File: src/rtl/commit_trace_buffer_if.sv
// Commit-stage sample bus and trace drain handshake between the CPU, the
// trace buffer and its consumer.
interface commit_trace_buffer_if #(
    parameter int CNT_W = 32
);
    logic [15:0]      cm_pc;
    logic             cm_reg_we;
    logic [3:0]       cm_reg_addr;
    logic [15:0]      cm_reg_data;
    logic             cm_mem_re;
    logic             cm_mem_we;
    logic [15:0]      cm_mem_addr;
    logic [15:0]      cm_mem_wdata;
    logic [15:0]      cm_mem_rdata;
    logic             cm_hlt;

    logic             trc_valid;
    logic             trc_ready;
    logic [3:0]       trc_flags;
    logic [15:0]      trc_pc;
    logic [3:0]       trc_reg_addr;
    logic [15:0]      trc_reg_data;
    logic [15:0]      trc_mem_addr;
    logic [15:0]      trc_mem_data;
    logic [CNT_W-1:0] trc_cycle;

    // Buffer side: samples commit signals, sources trace records.
    modport slave (
        input  cm_pc, cm_reg_we, cm_reg_addr, cm_reg_data, cm_mem_re, cm_mem_we,
               cm_mem_addr, cm_mem_wdata, cm_mem_rdata, cm_hlt, trc_ready,
        output trc_valid, trc_flags, trc_pc, trc_reg_addr, trc_reg_data,
               trc_mem_addr, trc_mem_data, trc_cycle
    );

    // Environment side: CPU commit stage plus trace consumer.
    modport master (
        output cm_pc, cm_reg_we, cm_reg_addr, cm_reg_data, cm_mem_re, cm_mem_we,
               cm_mem_addr, cm_mem_wdata, cm_mem_rdata, cm_hlt, trc_ready,
        input  trc_valid, trc_flags, trc_pc, trc_reg_addr, trc_reg_data,
               trc_mem_addr, trc_mem_data, trc_cycle
    );
endinterface

File: src/rtl/commit_trace_buffer.sv
// Commit-stage monitor: packs each retiring instruction into a trace record,
// queues it in a FIFO, and keeps cycle/instruction/drop counters until halt.
module commit_trace_buffer #(
    parameter int DEPTH = 8,
    parameter int CNT_W = 32
) (
    input  logic                 clk,
    input  logic                 rst,
    commit_trace_buffer_if.slave bus,
    output logic [CNT_W-1:0]     cycle_count,
    output logic [CNT_W-1:0]     inst_count,
    output logic [CNT_W-1:0]     drop_count,
    output logic                 overflow,
    output logic                 done
);
    localparam int AW = $clog2(DEPTH);
    localparam int CW = AW + 1;

    typedef enum logic [1:0] {RUN, HALTED, DONE} state_t;

    typedef struct packed {
        logic [3:0]       flags;
        logic [15:0]      pc;
        logic [3:0]       reg_addr;
        logic [15:0]      reg_data;
        logic [15:0]      mem_addr;
        logic [15:0]      mem_data;
        logic [CNT_W-1:0] cycle;
    } rec_t;

    state_t        state, state_next;
    rec_t          mem [DEPTH];
    rec_t          new_rec, head;
    logic [AW-1:0] wr_ptr, rd_ptr;
    logic [CW-1:0] count;
    logic          active, push_req, push_ok, pop, full, empty, drop, retire;

    assign active   = (state == RUN);
    assign empty    = (count == '0);
    assign full     = (count == CW'(DEPTH));
    assign pop      = !empty && bus.trc_ready;
    assign push_req = active && (bus.cm_reg_we || bus.cm_mem_re || bus.cm_mem_we || bus.cm_hlt);
    // A pop in the same cycle frees the slot, so a full FIFO still accepts.
    assign push_ok  = push_req && (!full || pop);
    assign drop     = push_req && full && !pop;
    assign retire   = active && (bus.cm_hlt || bus.cm_reg_we || bus.cm_mem_we);

    always_comb begin
        new_rec          = '0;
        new_rec.flags    = {bus.cm_hlt, bus.cm_mem_we, bus.cm_mem_re, bus.cm_reg_we};
        new_rec.pc       = bus.cm_pc;
        new_rec.reg_addr = bus.cm_reg_addr;
        new_rec.reg_data = bus.cm_reg_data;
        new_rec.mem_addr = bus.cm_mem_addr;
        new_rec.mem_data = bus.cm_mem_we ? bus.cm_mem_wdata : bus.cm_mem_rdata;
        new_rec.cycle    = cycle_count;
    end

    always_comb begin
        state_next = state;
        case (state)
            RUN:     if (bus.cm_hlt) state_next = HALTED;
            HALTED:  if (empty)      state_next = DONE;
            DONE:                    state_next = DONE;
            default:                 state_next = RUN;
        endcase
    end

    always_ff @(posedge clk or posedge rst) begin
        if (rst) state <= RUN;
        else     state <= state_next;
    end

    always_ff @(posedge clk) begin
        if (push_ok) mem[wr_ptr] <= new_rec;
    end

    always_ff @(posedge clk or posedge rst) begin
        if (rst) begin
            wr_ptr <= '0;
            rd_ptr <= '0;
            count  <= '0;
        end else begin
            if (push_ok) wr_ptr <= wr_ptr + AW'(1);
            if (pop)     rd_ptr <= rd_ptr + AW'(1);
            case ({push_ok, pop})
                2'b10:   count <= count + CW'(1);
                2'b01:   count <= count - CW'(1);
                default: count <= count;
            endcase
        end
    end

    // All counters saturate rather than wrap.
    always_ff @(posedge clk or posedge rst) begin
        if (rst) begin
            cycle_count <= '0;
            inst_count  <= '0;
            drop_count  <= '0;
            overflow    <= 1'b0;
        end else begin
            if (active && cycle_count != '1) cycle_count <= cycle_count + CNT_W'(1);
            if (retire && inst_count  != '1) inst_count  <= inst_count + CNT_W'(1);
            if (drop   && drop_count  != '1) drop_count  <= drop_count + CNT_W'(1);
            if (drop) overflow <= 1'b1;
        end
    end

    // Stale storage is masked so an empty buffer presents all-zero fields.
    assign head = empty ? '0 : mem[rd_ptr];

    assign bus.trc_valid    = !empty;
    assign bus.trc_flags    = head.flags;
    assign bus.trc_pc       = head.pc;
    assign bus.trc_reg_addr = head.reg_addr;
    assign bus.trc_reg_data = head.reg_data;
    assign bus.trc_mem_addr = head.mem_addr;
    assign bus.trc_mem_data = head.mem_data;
    assign bus.trc_cycle    = head.cycle;
    assign done             = (state == DONE);
endmodule

File: src/flat_wrapper.sv
// flat-port wrapper written by rule: the top's interface ports become plain ports
module commit_trace_buffer_flat 
#(
    parameter int DEPTH = 8,
    parameter int CNT_W = 32
)
  (clk, rst, cycle_count, inst_count, drop_count, overflow, done, bus_cm_pc, bus_cm_reg_we, bus_cm_reg_addr, bus_cm_reg_data, bus_cm_mem_re, bus_cm_mem_we, bus_cm_mem_addr, bus_cm_mem_wdata, bus_cm_mem_rdata, bus_cm_hlt, bus_trc_ready, bus_trc_valid, bus_trc_flags, bus_trc_pc, bus_trc_reg_addr, bus_trc_reg_data, bus_trc_mem_addr, bus_trc_mem_data, bus_trc_cycle);
  commit_trace_buffer_if #(.CNT_W(CNT_W)) bus_i ();
  input  logic clk;
  input  logic rst;
  output logic [CNT_W-1:0] cycle_count;
  output logic [CNT_W-1:0] inst_count;
  output logic [CNT_W-1:0] drop_count;
  output logic overflow;
  output logic done;
  input wire logic [$bits(bus_i.cm_pc)-1:0] bus_cm_pc;
  input wire logic [$bits(bus_i.cm_reg_we)-1:0] bus_cm_reg_we;
  input wire logic [$bits(bus_i.cm_reg_addr)-1:0] bus_cm_reg_addr;
  input wire logic [$bits(bus_i.cm_reg_data)-1:0] bus_cm_reg_data;
  input wire logic [$bits(bus_i.cm_mem_re)-1:0] bus_cm_mem_re;
  input wire logic [$bits(bus_i.cm_mem_we)-1:0] bus_cm_mem_we;
  input wire logic [$bits(bus_i.cm_mem_addr)-1:0] bus_cm_mem_addr;
  input wire logic [$bits(bus_i.cm_mem_wdata)-1:0] bus_cm_mem_wdata;
  input wire logic [$bits(bus_i.cm_mem_rdata)-1:0] bus_cm_mem_rdata;
  input wire logic [$bits(bus_i.cm_hlt)-1:0] bus_cm_hlt;
  input wire logic [$bits(bus_i.trc_ready)-1:0] bus_trc_ready;
  output wire logic [$bits(bus_i.trc_valid)-1:0] bus_trc_valid;
  output wire logic [$bits(bus_i.trc_flags)-1:0] bus_trc_flags;
  output wire logic [$bits(bus_i.trc_pc)-1:0] bus_trc_pc;
  output wire logic [$bits(bus_i.trc_reg_addr)-1:0] bus_trc_reg_addr;
  output wire logic [$bits(bus_i.trc_reg_data)-1:0] bus_trc_reg_data;
  output wire logic [$bits(bus_i.trc_mem_addr)-1:0] bus_trc_mem_addr;
  output wire logic [$bits(bus_i.trc_mem_data)-1:0] bus_trc_mem_data;
  output wire logic [$bits(bus_i.trc_cycle)-1:0] bus_trc_cycle;
  assign bus_i.cm_pc = bus_cm_pc;
  assign bus_i.cm_reg_we = bus_cm_reg_we;
  assign bus_i.cm_reg_addr = bus_cm_reg_addr;
  assign bus_i.cm_reg_data = bus_cm_reg_data;
  assign bus_i.cm_mem_re = bus_cm_mem_re;
  assign bus_i.cm_mem_we = bus_cm_mem_we;
  assign bus_i.cm_mem_addr = bus_cm_mem_addr;
  assign bus_i.cm_mem_wdata = bus_cm_mem_wdata;
  assign bus_i.cm_mem_rdata = bus_cm_mem_rdata;
  assign bus_i.cm_hlt = bus_cm_hlt;
  assign bus_i.trc_ready = bus_trc_ready;
  assign bus_trc_valid = bus_i.trc_valid;
  assign bus_trc_flags = bus_i.trc_flags;
  assign bus_trc_pc = bus_i.trc_pc;
  assign bus_trc_reg_addr = bus_i.trc_reg_addr;
  assign bus_trc_reg_data = bus_i.trc_reg_data;
  assign bus_trc_mem_addr = bus_i.trc_mem_addr;
  assign bus_trc_mem_data = bus_i.trc_mem_data;
  assign bus_trc_cycle = bus_i.trc_cycle;
  commit_trace_buffer #(.DEPTH(DEPTH), .CNT_W(CNT_W)) u_core (.clk(clk), .rst(rst), .bus(bus_i), .cycle_count(cycle_count), .inst_count(inst_count), .drop_count(drop_count), .overflow(overflow), .done(done));
endmodule
File: config.mk
export PLATFORM = sky130hd
export DESIGN_NAME = commit_trace_buffer_flat
export DESIGN_NICKNAME = d
export VERILOG_FILES = /design/src/rtl/commit_trace_buffer_if.sv /design/src/rtl/commit_trace_buffer.sv /design/src/flat_wrapper.sv
export SDC_FILE = /design/constraint.sdc
export NUM_CORES = 1
export LEC_CHECK = 0
export BUFFER_PORTS_ARGS = -buffer_cell sky130_fd_sc_hd__buf_2
export CORE_MARGIN = 2
export CORE_UTILIZATION = 50
export DETAILED_ROUTE_END_ITERATION = 8
export PLACE_DENSITY = 0.79
export RECOVER_POWER = 100
export SLEW_MARGIN = 20
export SYNTH_ARGS = -nofsm -noshare
export SYNTH_HDL_FRONTEND = slang
export SYNTH_SLANG_ARGS = --single-unit
File: constraint.sdc
create_clock -name clk -period 11.3 [get_ports clk]
set_input_delay 0.565 -clock clk [delete_from_list [all_inputs] [get_ports clk]]
set_output_delay 0.565 -clock clk [all_outputs]
set_load 0.05 [all_outputs]
==> summary.txt, run 1 <==
Floorplanning
  • Die height: 277 um
  • Io pins: 294
  • Initial core utilization: 0.507
  • Die ar.: 76,600 um^2
  • Die Span X: 277 um
  • Std cell rows: 99
  • Core region area: 73,300 um^2

Route
  • WL met2: 39.3 mm
  • DRT antenna net count: 0
  • DRC: 0
  • Total number of vias: 18,926
  • Wirelength, routed: 79.8 mm
  • Avg WL per Cell: 24.7 um
  • 1st-pass router iterations: 8
  • Initial DRC Count: 1,644
  • Top Layer Used: met5
  • Vias/cell: 5.85
  • M1 WL: 31.9 mm
  • WL met3: 6.26 mm

STA
  • RSZ-0062 raised after global routing: false
  • Max frequency: 137 MHz
  • Max-slew headroom: -2.02
  • Final Hold Viols: 0
  • Worst-Margin Slew: 4.53 ns
  • Fin crit share: 0.646
  • Final setup violation count: 0
  • Setup TNS: 0 ns
  • Clock Skew: 0.0354 ns
  • Tmin final: 7.30 ns
  • Pins Over Slew Limit: 982

Power and ir drop
  • P per Cell Area: 280 nW/um^2
  • Sequential power share: 0.390
  • Sw Pwr: 4.48 mW
  • Switching share of power: 0.379
  • Clk pwr share: 0.258
  • Logic pwr share: 0.352
  • Peak VDD IR: 0.000161 V
  • Internal power: 7.33 mW
  • Leakage: 14.5 nW

Logic synthesis
  • YS warnings: 0
  • Ys async rst share: 0.116
  • Register area share after synthesis: 0.745
  • Netlist cell types: 53
  • Mean Syn Cell Area: 19.7 um^2
  • Main flop type after synthesis: edfxtp_1
  • Flops & latches, synth: 941
  • Synth Net Count: 1,987
  • Number of flops mapped to enable cells by yosys: 832
  • Synth Cell Area: 37,200 um^2
  • Cells after Synth: 1,887

Clock network
  • Skew-Pair Late Insertion Delay: 0.66 ns
  • Sink Count: 941
  • CTS Buffer Depth: 3
  • TritonCTS clock tree: yes
  • Reg clk slew, reported paths: 0.06 ns
  • Total CTS buffers: 96
  • Post-CTS Setup Inserts: 0
  • H-tree levels: 3
  • Root Buffer: clkbuf_16

Place
  • Final RePlAce weighted congestion: 0.846
  • Port bufs: 293
  • Placed Instances: 3,056
  • Hpwl dp: 44.8 mm

Final layout
  • Finished Layout Cells: 3,235
  • Fill cells: 5,411
  • Share of post-route cells with drive strength above 1: 0.180
  • Layout area overhead: 13.5%
  • Final #Nets: 2,297

Global route
  • Gr usage total: 0.209
  • Vias in the first global route: 19,784
  • Initial antenna violation count: 2
  • First-pass GRT wire length: 122 mm
  • Largest net degree at the start of global routing: 125
  • Grt total ovfl: 0

Run status
  • Failing checks: capacitance limit, slew limit
  • Status: finished with violations

Critical path
  • Crit-path leading delay family: buffers and inverters
  • Crit path buf inv count: 2
  • Worst path slowest cell: clkbuf_1
  • CP peak stage delay: 3.28 ns
  • Crit-path cells: clkbuf_1 > o41ai_1 > a21o_1 > nor4_1 > clkbuf_1
  • Worst Setup End Kind: flip-flop
  • CP required: 11.43 ns
  • Critical Path Source Type: primary input
  • CP most frequent cell: clkbuf_1
  • Crit Path Class: in2reg
  • Worst EP arrival: 7.43 ns
  • CP Max Fanout: 62

Run
  • Total of max-cap violations: 23

Worst hold path
  • Worst hold path class: in2reg
final timing paths:
kind | start | to | slack (ns) | cells past startpoint
max in group asynchronous | rst | u_core.rd_ptr[1] | 5.61 | 4
hold reg to reg | u_core.overflow | u_core.overflow | 0.48 | 1
setup reg to reg | u_core.state[1] | u_core.mem[0][22] | 4.22 | 6
setup / recovery | bus_cm_mem_we | u_core.mem[0][22] | 4.00 | 5
min in group asynchronous | rst | u_core.drop_count[31] | 0.98 | 3
hold / removal | bus_trc_ready | u_core.rd_ptr[2] | 0.23 | 3
layout make-up:
type | instances | area [um^2] | area share
diodes | 1 | 2.50 | 0.0000593
clock buffers | 119 | 2510 | 0.0594
clock inverters | 57 | 537 | 0.0127
inverters | 14 | 53.8 | 0.00127
multi-input cells | 820 | 8840 | 0.209
flip-flops and latches | 941 | 27700 | 0.657
well taps | 959 | 1200 | 0.0284
repair buffers | 324 | 1360 | 0.0322
cells in the final DEF, fill, tap and decap left out, types with 4 or more instances in the layout:
master / instances
a21oi_1: 10
and3_1: 13
and4_1: 7
buf_2: 35
buf_4: 6
bufinv_16: 6
clkbuf_1: 300
clkbuf_16: 97
clkinv_1: 18
clkinv_2: 17
clkinvlp_4: 7
dfrtp_1: 106
edfxtp_1: 832
ha_1: 9
inv_1: 13
mux2_1: 16
mux2_2: 6
mux2i_1: 104
mux4_2: 208
nand2_1: 43
nand3_1: 38
nand4_1: 31
nor2_1: 144
nor3_1: 29
nor3b_1: 7
nor4_1: 12
or3_1: 4
xnor2_1: 46
xor2_1: 50
per-stage QoR:
step	power (mW)	utilization	instance area (um^2)	worst slack, ns	hold WS, ns
2_1_floorplan	7.87	-	37200	2.19	0.500
3_3_place_gp	8.86	0.540	39600	7.12	0.452
3_5_place_dp	8.94	0.540	39600	6.93	0.454
4_1_cts	12.0	0.582	42700	6.63	0.132
5_1_grt	12.3	0.576	42200	3.39	0.241
6_report	11.8	0.576	42200	4.00	0.233
cell usage after synthesis (all sizes together) (5+ instances only):
master  number  area, um^2
nand3       38         190
ha           9         113
mux4       208        4680
edfxtp     832       25000
and3        15        96.3
or3          5        32.5
xnor2       46         403
inv         14        52.6
mux2        22         248
and4         9        81.3
nor3        30         155
nand2       43         161
nor3b        7        57.6
dfrtp      109        2730
nand4       32         206
buf         79         433
nor4        12        90.1
xor2        50         438
nor2       144         541
a21oi       10        50.1
clkbuf      33         124
mux2i      104        1040
power by group through the flow:
stage          clock, mW  sequential (mW)  combinational [mW]
2_1_floorplan          0             4.63                3.24
3_3_place_gp           0             4.63                4.23
3_5_place_dp           0             4.63                4.31
4_1_cts             3.10             4.57                4.33
5_1_grt             3.25             4.65                4.39
6_report            3.05             4.60                4.16
worst min-delay path, cell delays in order:
cell and delay, ns:
buf_2 0.14, nand3_1 0.09, xnor2_1 0.06
metal layers:
| metal | vias up | track usage |
|---|---|---|
| li1 | 8170 | - |
| met1 | 9906 | 0.274 |
| met2 | 712 | 0.341 |
| met3 | 136 | 0.0569 |
| met4 | 2 | 0.0725 |
| met5 | - | 0 |
cell families (layout without fill, tap and decap cells):
logic type	after synthesis	count (layout)	share of synthesized area
AO/OA/AOI/OAI	28	28	0.00518
XOR/XNOR	96	96	0.0226
adder cells (fa/ha/maj)	9	9	0.00303
buffers and inverters	126	514	0.0164
flip-flops	941	941	0.745
multiplexers	334	334	0.161
other	0	1	0
AND/OR/NAND/NOR	353	353	0.0470
flip-flops by register name, summed over array words and instances (netlist names):
register and count:
u_core.state 2, u_core.mem 832, u_core.cycle_count 32, u_core.rd_ptr 3
u_core.count 4, u_core.overflow 1, u_core.drop_count 32, u_core.inst_count 32
u_core.wr_ptr 3
what timing repair did:
action,in CTS,in global routing
setup endpoints to repair,0,0
gates resized for setup,0,0
endpoints found under the hold margin,42,0
hold buffers,1,0
(Power assumes the default switching activity.)
==> inputs of run 2 (changes only) <==
Clock period 11.3 ns to 6.5 ns, I/O delays scaled along.
==> run 2 against run 1 <==
  * Critical path depth is 1 higher
  * Critical endpoint is now u_core.mem[3][91]
  * Setup slack worse by 2.5 ns
  * Critical path type unchanged
  * The flow still finishes with violations (capacitance limit, slew limit)
  * First-iteration DRC count is 5.5% lower
  * Clock-buffer cell count is 4 higher
  * Cell area is 1.2% higher
  * Total power is 73% higher
==> summary.txt, run 2 (synthesis results as in run 1) <==
Place
  • Hpwl dp: 43.4 mm (-3.1%)
  • Placement-stage cell area: 39,600 um^2 (about the same)
  • Placed Instances: 3,055 (-0.033%)
  • Final RePlAce weighted congestion: 0.806 (-4.6%)
  • Port bufs: 293 (unchanged)
  • DP Worst Slack: 2.56 ns (-4.36 ns)

Global route
  • Met1 GRT Util: 0.274 (-0.000477)
  • Gr usage total: 0.208 (-0.00114)
  • Vias in the first global route: 20,248 (+2.3%)
  • Initial antenna violation count: 2 (unchanged)
  • M3 GR Usage: 0.0450 (-0.0119)
  • Busiest layer in global routing: met2
  • Grt total ovfl: 0 (unchanged)
  • First-pass GRT wire length: 122 mm (+0.12%)
  • Met2 usage: 0.347 (+0.00633)
  • Largest net degree at the start of global routing: 123 (-1.6%)

Critical path
  • Worst EP arrival: 5.20 ns (-2.23 ns)
  • Worst reg-to-reg path cell count: 7 (+1)
  • Critical Path Source Type: primary input
  • CP required: 6.66 ns (-4.77 ns)
  • Worst reg2reg startpoint: u_core.state[0]
  • Worst Setup End Kind: flip-flop
  • CP Max Fanout: 47 (-24%)
  • FF-to-FF End: u_core.mem[3][91]
  • Crit Path Class: in2reg
  • R2R Setup Slk: 1.52 ns (-2.70 ns)

Route
  • Wirelength, routed: 79.2 mm (-0.72%)
  • Avg WL per Cell: 24.1 um (-2.3%)
  • 1st-pass router iterations: 5 (-3)
  • DRT antenna net count: 0 (unchanged)
  • Total number of vias: 19,026 (+0.53%)
  • Initial DRC Count: 1,553 (-5.5%)
  • Vias/cell: 5.79 (-1.1%)
  • DRC: 0 (unchanged)

Clock network
  • Reg clk slew, reported paths: 0.06 ns (about the same)
  • Skew-Pair Late Insertion Delay: 0.65 ns (about the same)
  • CTS Buffer Depth: 3 (unchanged)
  • Post-CTS sizing: 0 (unchanged)
  • Sink Count: 941 (unchanged)
  • H-tree levels: 3 (unchanged)
  • Root Buffer: clkbuf_16
  • TritonCTS clock tree: yes
  • Total CTS buffers: 95 (-1.0%)

Worst hold path
  • Worst Hold Launch: bus_cm_mem_rdata[2]
  • Hold endpoint: u_core.mem[3][34]
  • Hold depth: 2 (-1)
  • Worst hold path class: in2reg

STA
  • Final setup violation count: 0 (unchanged)
  • Worst-Margin Slew: 3.61 ns (-0.919 ns)
  • Final Hold Viols: 0 (unchanged)
  • Clock Skew: 0.0159 ns (-0.0195 ns)
  • Fin crit share: 0.776
  • RSZ-0062 raised after global routing: false
  • Max frequency: 198 MHz
  • Tmin final: 5.04 ns
  • Pins Over Slew Limit: 637 (-35%)
  • Max-slew headroom: -1.41 (+0.613)
  • Setup WS post-layout: 1.46 ns (-2.54 ns)

Power and ir drop
  • Sequential power share: 0.392 (+0.002)
  • Final total power: 20.4 mW (+73%)
  • Peak VDD IR: 0.000314 V (+95%)
  • Sw Pwr: 7.69 mW (+72%)
  • Logic pwr share: 0.352 (about the same)
  • Internal power: 12.7 mW (+73%)
  • P per Cell Area: 477 nW/um^2 (+71%)
  • Clk pwr share: 0.256 (-0.002)
  • Leakage: 14.7 nW (+1.6%)
  • Switching share of power: 0.377 (-0.00206)

Final layout
  • Final core occ: 0.583 (+0.00696)
  • Max reg flops: 832 (unchanged)
  • Finished Layout Cells: 3,288 (+1.6%)
  • Most common cell after layout, fill and taps aside: edfxtp_1
  • Final #Nets: 2,349 (+2.3%)
  • Share of post-route cells with drive strength above 1: 0.178 (-0.00195)
  • Final Cell Area: 42,700 um^2 (+1.2%)
  • Layout area overhead: 14.9%
  • Most frequent cells in the layout: edfxtp_1 (832), clkbuf_1 (288), mux4_2 (208)
  • Top reg by flops: u_core.mem

Floorplanning
  • Die Span X: 277 um (unchanged)
  • Core region area: 73,300 um^2 (unchanged)
  • Die ar.: 76,600 um^2 (unchanged)
  • Initial core utilization: 0.507 (unchanged)
  • Std cell rows: 99 (unchanged)
  • Io pins: 294 (unchanged)
  • Die height: 277 um (unchanged)

Run
  • Total of max-cap violations: 14 (-39%)

Run status
  • Failing checks: capacitance limit, slew limit
  • Status: finished with violations
run 2: changes by cell type in the layout (fill, tap and decap cells not counted), sizes merged:
cell | previous run | this run
clkinvlp | 8 | 4
clkinv | 39 | 41
inv | 18 | 17
bufinv | 6 | 5
dlygate4sd3 | 1 | 56
buf | 45 | 49
clkbuf | 397 | 395
run 2: what timing repair did:
| item | CTS | global route |
|---|---|---|
| hold buffers | 56 | 0 |
| setup buffers | 0 | 0 |
| endpoints found under the setup margin | 0 | 0 |
| endpoints found under the hold margin | 473 | 0 |
run 2: how the worst max path moves through the flow:
stage / from / end / slack [ns]
after floorplan: u_core.state[0] / u_core.mem[2][0] / -2.36
after global placement: u_core.state[0] / u_core.mem[5][51] / 2.73
after detailed placement: u_core.state[0] / u_core.mem[5][51] / 2.56
after CTS: u_core.state[0] / u_core.mem[5][44] / 2.57
after global routing: u_core.count[0] / bus_trc_cycle[14] / 1.23
final: bus_cm_mem_we / u_core.mem[3][91] / 1.46
run 2: layout make-up:
| class | instances | area [um^2] |
|---|---|---|
| timing repair buffer | 377 | 1920 |
| tap | 959 | 1200 |
| inverter | 14 | 53.8 |
| clock inverter | 53 | 438 |
| multi-input combinational | 820 | 8840 |
| antenna | 1 | 2.50 |
| fill | 5346 | 30600 |
| clock buffer | 123 | 2550 |
| sequential | 941 | 27700 |
run 2: stage by stage:
stage	hold slack [ns]	setup TNS [ns]
3_5_place_dp	0.454	0
3_3_place_gp	0.445	0
6_report	0.147	0
5_1_grt	0.137	0
4_1_cts	0.0108	0
2_1_floorplan	0.424	-816.11
run 2: critical path, stage by stage:
cell,delay (ns)
clkbuf_1,1.33
o41ai_1,0.16
clkbuf_1,0.24
a21o_1,0.27
nor3_1,0.26
clkbuf_1,2.57
run 2: per-layer routing:
layer | vias to the layer above | wire length (um)
met5 | - | 11
li1 | 8266 | -
met4 | 2 | 2200
met1 | 9981 | 32500
met2 | 654 | 39300
met3 | 123 | 5270
run 2: power by group through the flow:
stage / Sequential [mW] / Clock [mW] / Combinational [mW]
floorplan: 8.03 / 0 / 5.64
global placement: 8.01 / 0 / 7.38
detailed placement: 8.08 / 0 / 7.43
CTS: 7.97 / 5.30 / 7.50
global route: 8.07 / 5.55 / 7.62
finish: 7.99 / 5.22 / 7.18
